**config.mk**
```make
export PLATFORM = sky130hd
export DESIGN_NAME = skolem_sweep_ctrl
export DESIGN_NICKNAME = d
export VERILOG_FILES = /design/src/rtl/skolem_sweep_ctrl.sv
export SDC_FILE = /design/constraint.sdc
export NUM_CORES = 1
export LEC_CHECK = 0
export CORE_MARGIN = 4
export CORE_UTILIZATION = 45
export DETAILED_ROUTE_END_ITERATION = 8
export PLACE_DENSITY_LB_ADDON = 0.25
export SLEW_MARGIN = 25
export SYNTH_ARGS = -nofsm -noshare
export SYNTH_HDL_FRONTEND = slang
export SYNTH_SLANG_ARGS = --single-unit
```
**constraint.sdc**
```tcl
create_clock -name clk -period 2.9 [get_ports clk]
set_clock_uncertainty 0.1 [all_clocks]
set_input_delay 0.58 -clock clk [delete_from_list [all_inputs] [get_ports clk]]
set_output_delay 0.58 -clock clk [all_outputs]
set_load 0.05 [all_outputs]
```
**src/rtl/skolem_sweep_ctrl.sv**
```systemverilog
// Exhaustive sweep controller for a combinational Skolem netlist: drives every
// input vector, checks the FUT output against the parity relation, and reports a verdict.
module skolem_sweep_ctrl #(
  parameter int N_IN     = 7,
  parameter int SETTLE   = 1,
  parameter bit INV_SPEC = 1'b0
) (
  input  logic            clk,
  input  logic            rst,
  input  logic            start,
  input  logic            abort,
  output logic [N_IN-1:0] vec_out,
  input  logic            fut_out,
  output logic            busy,
  output logic            done,
  output logic            pass,
  output logic            aborted,
  output logic [N_IN:0]   mismatch_cnt,
  output logic            cex_valid,
  output logic [N_IN-1:0] first_cex
);

  typedef enum logic [1:0] {IDLE, HOLD, SAMPLE, FIN} state_t;

  localparam logic [3:0]      SETTLE_CNT = 4'(SETTLE);
  localparam logic [N_IN-1:0] VEC_ONE    = N_IN'(1);
  localparam logic [N_IN:0]   CNT_ONE    = (N_IN + 1)'(1);

  state_t     state;
  logic [3:0] hold_cnt;
  logic       expected;
  logic       miss;

  // Reference relation: even parity of the vector, optionally inverted.
  assign expected = (^vec_out) ^ INV_SPEC;
  assign miss     = (fut_out != expected);

  // NOTE: every register here is updated with non-blocking assignments so all
  // next-state decisions read the values from before the clock edge.
  always_ff @(posedge clk) begin
    if (rst) begin
      state        <= IDLE;
      hold_cnt     <= 4'd0;
      vec_out      <= '0;
      busy         <= 1'b0;
      done         <= 1'b0;
      pass         <= 1'b0;
      aborted      <= 1'b0;
      mismatch_cnt <= '0;
      cex_valid    <= 1'b0;
      first_cex    <= '0;
    end else begin
      done <= 1'b0;
      case (state)
        IDLE: begin
          if (start) begin
            mismatch_cnt <= '0;
            cex_valid    <= 1'b0;
            first_cex    <= '0;
            pass         <= 1'b0;
            aborted      <= 1'b0;
            vec_out      <= '0;
            hold_cnt     <= SETTLE_CNT;
            busy         <= 1'b1;
            state        <= (SETTLE == 0) ? SAMPLE : HOLD;
          end
        end

        HOLD: begin
          if (abort) begin
            aborted <= 1'b1;
            done    <= 1'b1;
            state   <= FIN;
          end else begin
            hold_cnt <= hold_cnt - 4'd1;
            if (hold_cnt <= 4'd1) state <= SAMPLE;
          end
        end

        SAMPLE: begin
          // An abort discards this cycle's comparison entirely.
          if (abort) begin
            aborted <= 1'b1;
            done    <= 1'b1;
            state   <= FIN;
          end else begin
            if (miss) begin
              mismatch_cnt <= mismatch_cnt + CNT_ONE;
              if (!cex_valid) begin
                cex_valid <= 1'b1;
                first_cex <= vec_out;
              end
            end
            if (&vec_out) begin
              done  <= 1'b1;
              state <= FIN;
            end else begin
              vec_out  <= vec_out + VEC_ONE;
              hold_cnt <= SETTLE_CNT;
              state    <= (SETTLE == 0) ? SAMPLE : HOLD;
            end
          end
        end

        FIN: begin
          pass  <= (mismatch_cnt == '0) && !aborted;
          busy  <= 1'b0;
          state <= IDLE;
        end

        default: state <= IDLE;
      endcase
    end
  end

endmodule

```
Word level (Yosys, flattened, before mapping)
Cells that the tools add are included.
Word-level totals
  register bits: 33
  bits of input ports: 5
  output and inout port bits: 27
  logic and storage cells: 80
Operators by class
  add/subtract/negate cells: 3
  order comparisons: 1
  equal/unequal tests: 12
  mux-type cells: 36
  reductions and logical operators: 18
Operator list (number)
  7-bit 2-to-1 mux: 6
  7-bit case mux with 2 select lines: 2
  8-bit 2-to-1 mux: 3
  4-bit 2-to-1 mux: 4
  8-bit case mux with 2 select lines: 1
  2-bit inequality test, second input constant: 6
  4-bit case mux with 3 select lines: 1
  2-bit 2-to-1 mux: 5
  1-bit case mux with 2 select lines: 5
  5-bit AND reduction: 2
  8-bit by 1-bit adder with 8-bit output, second input constant: 1
  8-bit zero test: 1
  1-bit 2-to-1 mux: 8
  2-bit case mux with 4 select lines: 1
  4-bit AND reduction: 2
  7-bit by 1-bit adder with 7-bit output, second input constant: 1
  7-bit AND reduction: 1
  7-bit XOR reduction: 1
  2-bit nonzero test: 3
  2-bit equality test, second input constant: 2
  4-bit by 1-bit <= comparator with 1-bit output, second input constant: 1
  2-bit AND reduction: 2
  4-bit by 1-bit subtractor with 4-bit output, second input constant: 1
  3-bit inequality test, second input constant: 1
  other kinds (9): 9

Logic depth before layout (Yosys ltp)
Gate-level depths: netlist of the first run.
  depth in word-level cells: 5
  depth in mapped cells: 8
  depth with buffers taken out: 7

Worst setup path before layout of the first run
No wires, ideal clock.
  path kind: register to register
  from: register vec_out[4]
  to: register mismatch_cnt[2]
  setup time: 0.122 ns
  data arrival time: 2.254 ns
  required time: 2.678 ns
  path slack: 0.425 ns
  cell stages (with the launch flop): 7
  path buffers: 0
  clock period less this slack: 2.475 ns
  cell sequence: dfxtp_1 ha_1 xnor2_2 xnor3_2 a21oi_2 nor2_2 a221o_1
Between the ends
  longest elaborated chain between the ends: 4
RTL lines
  start, declared: line 12  | output logic [N_IN-1:0] vec_out,
  start signal, assigned: line 98  | vec_out <= vec_out + VEC_ONE;
  7-bit XOR reduction: line 35  | assign expected = (^vec_out) ^ INV_SPEC;
  1-bit inequality test: line 36  | assign miss = (fut_out != expected);
  2-bit inequality test (no line)
  4-bit AND reduction (no line)
  end signal, assigned: line 88  | mismatch_cnt <= mismatch_cnt + CNT_ONE;
  end, declared: line 18  | output logic [N_IN:0] mismatch_cnt,
Every way passes these cells.
A chain may end at the register's enable or synchronous reset.

Final worst setup path of the first run
  from: register state[0]
  to: register first_cex[4]
Between the ends
  longest elaborated chain between the ends: 3
  elaborated cells on any way between the ends: 9
  classes of those cells: eq/ne: 5; mux: 1; reduce/logical: 3
RTL lines
  start, declared: line 29  | state_t state;
  start signal, assigned: line 65  | state <= (SETTLE == 0) ? SAMPLE : HOLD;
  start signal, assigned: line 100  | state <= (SETTLE == 0) ? SAMPLE : HOLD;
  2-bit equality test / 2-bit zero test (equally long branches): line 54  | case (state)
  2-bit inequality test (no line) / 2-bit nonzero test (equally long branches)
  5-bit AND reduction (no line)
  end signal, assigned: line 91  | first_cex <= vec_out;
  end, declared: line 20  | output logic [N_IN-1:0] first_cex
Parallel ways exist; a longest one is shown, timed or not.

==> flow_summary.rst, run 1 <==
.. list-table::
   :header-rows: 1

   * - Metric
     - Value
   * - Instance count of the mapped netlist
     - 182
   * - Number of buffers inserted by hold repair at cts
     - 0
   * - Top_reg_cell synth
     - sky130_fd_sc_hd__dfxtp_1
   * - FFs w/ async S/R, synth
     - 0
   * - Met3 Routed Length
     - 187 microns
   * - DIE HEIGHT
     - between 60 and 70 microns
   * - First-pass GRT wire length
     - around 6500 microns
   * - Initial core utilization
     - 0.4631
   * - Per-instance average area after synthesis
     - 9.315 sq um
   * - Routed metal-1 wirelength
     - around 1700 microns
   * - Inserted Clock Buffers
     - 5
   * - Synth area leaders
     - sky130_fd_sc_hd__dfxtp_1 39%, sky130_fd_sc_hd__ha_1 8.9%, sky130_fd_sc_hd__a21oi_1 5.0%
   * - Total via count in the routed design
     - about 1500
   * - Share of post-route cells with drive strength above 1
     - 0.09050
   * - Type of the setup path with the least slack
     - flop to flop
   * - Post-layout total power
     - 1.447 mW
   * - Dpl hpwl
     - 2968 microns
   * - Summed instance area of the synthesized netlist
     - 1695 sq um
   * - Placed Cells incl. Taps
     - 261
   * - Top achievable clock speed
     - ~430 MHz
   * - Clock root buffer
     - sky130_fd_sc_hd__clkbuf_8
   * - Count of endpoints failing setup in the final report
     - 0
   * - Placeable core region
     - 3661 sq um
   * - Yosys warns
     - 0
   * - Max H-tree Level
     - 2
   * - Area Overhead vs Synth
     - 26.86%
   * - Count of flip-flops with a built-in enable after synthesis
     - 0
   * - Type of the most critical hold path
     - flop to flop
   * - Final nets
     - 237
   * - Overall track demand over capacity in global routing
     - 0.1628
   * - Residual overflow from global routing
     - 0
   * - Max-slew headroom
     - 0.5870
   * - Number of synthesized register bits
     - 33
   * - Antenna violations before repair
     - 0
   * - VDD IR max
     - approximately 0.00045 V
   * - Count of buffers added by post-CTS timing repair for setup
     - 0
   * - Leak pwr
     - 0.8328 nW
   * - Clock insertion delay at the later pin of the skew report
     - 280 ps
   * - Top layer used by detailed routing
     - met4
   * - TritonRoute pass-1 iters
     - 4
   * - Fraction of post-synthesis cell area in the top cell type by area
     - 0.3897
   * - Max Cap Viol
     - 0
   * - Minimum period implied by the final worst setup slack
     - 2346 ps
   * - Synth Net Count
     - 199
   * - Maximum fanout along the worst path
     - 11
   * - Total die area
     - 4814 sq um
   * - Sum of negative setup slack
     - 0 ps
   * - Most frequent standard cell in the layout excluding fill and tap cells
     - sky130_fd_sc_hd__dfxtp_1
   * - Ports placed on the boundary
     - 32
   * - Arrival time worst endpoint
     - 2470 ps
   * - Non-Filler Instances
     - 269
   * - Critical path startpoint category
     - flop
   * - Count of clock tree sinks
     - 33
   * - RSZ-0062 raised after global routing
     - no
   * - Cell type with the highest aggregate area in the netlist
     - sky130_fd_sc_hd__dfxtp_1
   * - Worst slew pin tran
     - 618.2 ps
   * - Buffer levels on the longest clock path
     - 2
   * - Part of the Yosys area used for sequential elements
     - 0.3897
   * - Wire length after detailed routing
     - a little under 4000 microns
   * - Number of distinct standard cells referenced by the synthesized netlist
     - 42
   * - Count of standard-cell rows
     - 22
   * - Count of final hold-check violations
     - 0
   * - Final Util
     - 0.5875
   * - Count of buffers from port buffering
     - 31
   * - Residual DRC
     - 0
   * - Number of antenna-violating nets in the routed design
     - 0
   * - Final critical-path share of the clock period
     - 0.8090
   * - Ant diodes
     - 0
   * - Outcome
     - finished clean
   * - Mean routed wirelength per cell
     - between 10 and 15 microns
   * - Pin count of the biggest net entering global routing
     - 15
   * - Die Wd
     - 69.38 microns
   * - Routed vias/inst
     - 5.677
   * - CTS tree
     - done
   * - Final GP Congestion
     - around 0.81
   * - Vias in the first global route
     - 1477
   * - Wire length on met2
     - between 1500 and 2000 microns
   * - Initial DRC count
     - 111
   * - Number of resized instances in the post-cts repair step
     - 0
   * - Power per Cell Area
     - around 670 nW/um^2
   * - CP required
     - 3020 ps
   * - Number of pins with negative max-slew slack in the final report
     - 0
   * - Setup crit end kind
     - flop
   * - Clock transition at path regs
     - 60 ps
   * - Top library cells by usage in the layout, fill and taps aside
     - 33 x sky130_fd_sc_hd__dfxtp_1, 31 x sky130_fd_sc_hd__clkdlybuf4s50_1, 17 x sky130_fd_sc_hd__a21oi_1, 17 x sky130_fd_sc_hd__nor2_1, 12 x sky130_fd_sc_hd__ha_1
## critical path: stages, from the launching register on
cell and delay [ps]:
sky130_fd_sc_hd__dfxtp_1 350, sky130_fd_sc_hd__inv_1 140, sky130_fd_sc_hd__ha_1 400, sky130_fd_sc_hd__nand2b_1 270, sky130_fd_sc_hd__or3_1 430, sky130_fd_sc_hd__nor3_2 380, sky130_fd_sc_hd__a22o_1 210
## power breakdown
part           switching [mW]  total (mW)  internal (mW)
Clock                   0.153       0.323          0.170
Sequential             0.0456       0.541          0.495
Combinational           0.364       0.583          0.219
## metrics by stage
step	area, sq um	setup WS (ps)	hold slack, ps
floorplan	1695	424.7	349.6
global placement	2071	369.9	358.0
detailed placement	2071	312.2	361.2
CTS	2151	558.3	377.0
global route	2151	382.4	400.2
finish	2151	554.0	372.1
## logic make-up (layout without fill, tap and decap cells)
logic type	count (synthesis)	count (layout)	share of synthesized area
adder cells (fa/ha/maj)	12	12	0.08856
AND/OR/NAND/NOR	68	68	0.2221
multiplexers	1	1	0.006642
XOR/XNOR	9	9	0.05978
AO/OA/AOI/OAI	49	49	0.2052
buffers and inverters	10	49	0.02804
flip-flops	33	33	0.3897
## cells in the mapped netlist (2+ instances only)
cell / count
sky130_fd_sc_hd__and3_1: 7
sky130_fd_sc_hd__nand2b_1: 10
sky130_fd_sc_hd__inv_1: 6
sky130_fd_sc_hd__dfxtp_1: 33
sky130_fd_sc_hd__buf_2: 2
sky130_fd_sc_hd__nor2_1: 17
sky130_fd_sc_hd__a21oi_1: 17
sky130_fd_sc_hd__a221o_1: 4
sky130_fd_sc_hd__a21o_1: 2
sky130_fd_sc_hd__a22o_1: 9
sky130_fd_sc_hd__ha_1: 12
sky130_fd_sc_hd__xor2_1: 5
sky130_fd_sc_hd__o21ai_0: 6
sky130_fd_sc_hd__nor2b_1: 3
sky130_fd_sc_hd__nor3_1: 3
sky130_fd_sc_hd__nand4_1: 2
sky130_fd_sc_hd__nand3_1: 7
sky130_fd_sc_hd__xnor2_1: 2
sky130_fd_sc_hd__nand2_1: 8
sky130_fd_sc_hd__or2_2: 2
sky130_fd_sc_hd__nand3b_1: 2
sky130_fd_sc_hd__a311oi_1: 3
## flip-flops by register name, summed over array words and instances, names as in the netlist
signal	flops
aborted	1
busy	1
state	2
mismatch_cnt	8
first_cex	7
cex_valid	1
vec_out	7
hold_cnt	4
done	1
pass	1
## path summary, 6_finish.rpt
path / startpoint / to / slack (ps) / depth (start not counted)
hold reg to reg: first_cex[3] / first_cex[3] / 370 / 1
setup reg to reg: state[0] / first_cex[4] / 550 / 6
setup / recovery: state[0] / first_cex[4] / 550 / 6
hold / removal: first_cex[3] / first_cex[3] / 370 / 1
## area by class of cell
class | instances | area (sq um)
clock buffer | 8 | 80.08
timing repair buffer | 35 | 340.3
fill | 354 | 1510
tap | 48 | 60.06
multi-input combinational | 139 | 987.2
sequential | 33 | 660.6
inverter | 6 | 22.52
## layer usage
| layer | vias up | track usage |
|---|---|---|
| li1 | 737 | - |
| met1 | 738 | 0.1886 |
| met2 | 43 | 0.2807 |
| met3 | 9 | 0.05507 |
| met4 | 0 | 0.05206 |
| met5 | - | 0 |
No activity file was read; power rests on OpenSTA's default activity.
==> run 2: changes to the inputs <==
==> constraint.sdc (replaced) <==
create_clock -name clk -period 1.9 [get_ports clk]
set_clock_uncertainty 0.1 [all_clocks]
set_input_delay 0.38 -clock clk [delete_from_list [all_inputs] [get_ports clk]]
set_output_delay 0.38 -clock clk [all_outputs]
set_load 0.05 [all_outputs]
==> flow_summary.rst, run 2 (same netlist as run 1, synthesis figures left out) <==
.. list-table::
   :header-rows: 1

   * - Metric
     - Value
   * - Terminating pin of the worst hold path
     - pass
   * - Vias in the first global route
     - 1562
   * - Count of clock tree sinks
     - 33
   * - Worst slew pin tran
     - 341.2 ps
   * - Start of the worst register-to-register path
     - vec_out[4]
   * - Ports placed on the boundary
     - 32
   * - Largest registers ranked by flip-flop count
     - mismatch_cnt: 8 flops, first_cex: 7 flops, vec_out: 7 flops
   * - Sw Share
     - 0.3753
   * - Count of endpoints failing setup in the final report
     - 15
   * - Initial core utilization
     - 0.4631
   * - Max-slew headroom
     - 0.7667
   * - Proportion of power drawn by the clock network
     - 0.200
   * - Dpl hpwl
     - 3279 microns
   * - TritonRoute pass-1 iters
     - 4
   * - Die Wd
     - 69.38 microns
   * - Flop pwr share
     - 0.301
   * - Fill cells
     - about 280
   * - Overall track demand over capacity in global routing
     - 0.1878
   * - Type of the setup path with the least slack
     - flop to flop
   * - Number of buffer and inverter instances along the worst setup path
     - 0
   * - Ant diodes
     - 0
   * - Number of antenna-violating nets in the routed design
     - 0
   * - Longest individual stage delay on the worst path
     - 440 ps
   * - Clock transition at path regs
     - 70 ps
   * - Final critical-path share of the clock period
     - 1.063
   * - Type of the most critical hold path
     - flop to flop
   * - Total die area
     - 4814 sq um
   * - Largest register by flop count
     - mismatch_cnt
   * - Total via count in the routed design
     - 1635
   * - Buffer levels on the longest clock path
     - 2
   * - Cell Chain, Critical Path
     - ha_4 -> xnor2_4 -> xnor3_2 -> a21oi_4 -> nor2_4 -> a221o_1
   * - Internal power consumption
     - 1.707 mW
   * - Count of standard-cell rows
     - 22
   * - Setup crit end kind
     - flop
   * - Max H-tree Level
     - 2
   * - Mean routed wirelength per cell
     - 15.22 microns
   * - Residual DRC
     - 0
   * - Minimum period implied by the final worst setup slack
     - 2019 ps
   * - Clock insertion delay at the later pin of the skew report
     - approximately 290 ps
   * - Outcome
     - complete, but fails checks
   * - Arrival time worst endpoint
     - 2100 ps
   * - Most frequent standard cell in the layout excluding fill and tap cells
     - sky130_fd_sc_hd__buf_4
   * - Maximum fanout along the worst path
     - 8
   * - Cell area reported after detailed placement
     - 2283 sq um
   * - Power per Cell Area
     - 1074 nW/um^2
   * - Antenna violations before repair
     - 0
   * - Final GP Congestion
     - 0.7673
   * - Clock root buffer
     - sky130_fd_sc_hd__clkbuf_8
   * - CP required
     - 1980 ps
   * - Final nets
     - 270
   * - Top achievable clock speed
     - 495.3 MHz
   * - Area Overhead vs Synth
     - 50.04%
   * - Residual overflow from global routing
     - 0
   * - Final Instance Area
     - 2544 sq um
   * - DIE HEIGHT
     - 69.38 microns
   * - Critical path depth in cells
     - 6
   * - Share of post-route cells with drive strength above 1
     - 0.4016
   * - Critical path startpoint category
     - flop
   * - First-pass GRT wire length
     - 7293 microns
   * - Count of final hold-check violations
     - 0
   * - CTS tree
     - done
   * - Reg2Reg Setup Slack
     - -120 ps
   * - Count of buffers from port buffering
     - 31
   * - Count of cells along the worst register-to-register path
     - 6
   * - Violated checks
     - negative setup slack
   * - VDD IR max
     - 0.0006961 V
   * - Routed vias/inst
     - 5.414
   * - RSZ-0062 raised after global routing
     - yes
   * - Wire length after detailed routing
     - approximately 4600 microns
   * - Reg2reg end
     - mismatch_cnt[7]
   * - Comb pwr share
     - 0.500
   * - Leak pwr
     - roughly 1.1 nW
   * - Area of the multi-input gates
     - 1145 sq um
   * - Placeable core region
     - ~3700 sq um
   * - Critical Path Start
     - vec_out[4]
   * - Inserted Clock Buffers
     - 5
   * - Area occupied by registers
     - 686.9 sq um
   * - Final hold slack
     - around 380 ps
   * - Pin count of the biggest net entering global routing
     - 13
   * - Max Cap Viol
     - 0
   * - Worst hold path stage count
     - 2
   * - Top library cells by usage in the layout, fill and taps aside
     - 58 x sky130_fd_sc_hd__buf_4, 26 x sky130_fd_sc_hd__dfxtp_1, 17 x sky130_fd_sc_hd__nor2_1, 16 x sky130_fd_sc_hd__a21oi_1, 9 x sky130_fd_sc_hd__a22o_1
   * - Cell with the biggest individual delay on the critical path
     - sky130_fd_sc_hd__xnor3_2
   * - Net switching power
     - 1.025 mW
   * - Flip-flop count of the largest register, all copies and words added
     - 8
   * - Number of pins with negative max-slew slack in the final report
     - 0
   * - Initial DRC count
     - 128
   * - Min-Delay Startpoint
     - pass
   * - Worst path setup slack after routing
     - -119.0 ps
   * - Crit path max-delay family
     - XOR/XNOR gates
## run 2: tightest hold or removal path: stages, from the launching register on
cell	delay, ps
sky130_fd_sc_hd__dfxtp_1	320
sky130_fd_sc_hd__nand3_1	60
sky130_fd_sc_hd__a21oi_1	50
## run 2: final cells by class
class	count	area share
Timing Repair Buffer	68	0.2105
Multi-Input combinational cell	139	0.4501
Sequential cell	33	0.2700
Clock inverter	2	0.003443
Inverter	6	0.009838
Tap cell	48	0.02361
Clock buffer	6	0.03246
## run 2: worst max-delay path by stage
| stage | to |
|---|---|
| 2_1_floorplan | first_cex[0] |
| 3_3_place_gp | first_cex[0] |
| 3_5_place_dp | first_cex[4] |
| 4_1_cts | mismatch_cnt[7] |
| 5_1_grt | mismatch_cnt[6] |
| 6_report | mismatch_cnt[7] |
## run 2: per-stage QoR
step / setup slack (ps) / util / std cells / setup TNS [ps] / total power [mW]
after floorplan: -154.2 / - / 182 / -1882 / 1.548
after global placement: -296.6 / 0.6237 / 286 / -4564 / 1.915
after detailed placement: -351.7 / 0.6237 / 286 / -5537 / 1.967
after CTS: -117.8 / 0.6658 / 297 / -1109 / 2.543
after global routing: -177.7 / 0.6948 / 302 / -2176 / 2.887
final: -119.0 / 0.6948 / 302 / -1169 / 2.732
## run 2: what timing repair did
item / in CTS / in global routing
resized for setup: 9 / 17
pin swaps: 7 / 7
buffers inserted: 2 / 5
gates cloned: 1 / 0
endpoints found under the setup margin: 18 / 25
hold buffers: 0 / 0
## run 2: per-layer routing
| layer | track usage | wire (microns) | up-vias | part of all wire |
|---|---|---|---|---|
| met1 | 0.2121 | 1970 | 769 | 0.43 |
| met2 | 0.3146 | 2236 | 46 | 0.49 |
| li1 | - | - | 803 | - |
| met5 | 0 | 0 | - | 0 |
| met3 | 0.05797 | 221 | 17 | 0.048 |
| met4 | 0.09978 | 168 | 0 | 0.037 |
## run 2: power groups by stage
| stage | combinational [mW] | clock (mW) | sequential (mW) |
|---|---|---|---|
| 2_1_floorplan | 0.646 | 0 | 0.902 |
| 3_3_place_gp | 1.10 | 0 | 0.812 |
| 3_5_place_dp | 1.15 | 0 | 0.819 |
| 4_1_cts | 1.18 | 0.556 | 0.807 |
| 5_1_grt | 1.47 | 0.584 | 0.830 |
| 6_report | 1.36 | 0.546 | 0.821 |
==> run 3: changes to the inputs <==
--- a/config.mk
+++ b/config.mk
@@ -8,6 +8,7 @@
 export CORE_MARGIN = 4
 export CORE_UTILIZATION = 45
 export DETAILED_ROUTE_END_ITERATION = 8
+export GPL_ROUTABILITY_DRIVEN = 0
 export PLACE_DENSITY_LB_ADDON = 0.25
 export SLEW_MARGIN = 25
 export SYNTH_ARGS = -nofsm -noshare
==> results of run 3 <==
Final layout, timing and power as in run 2 (identical DEF).
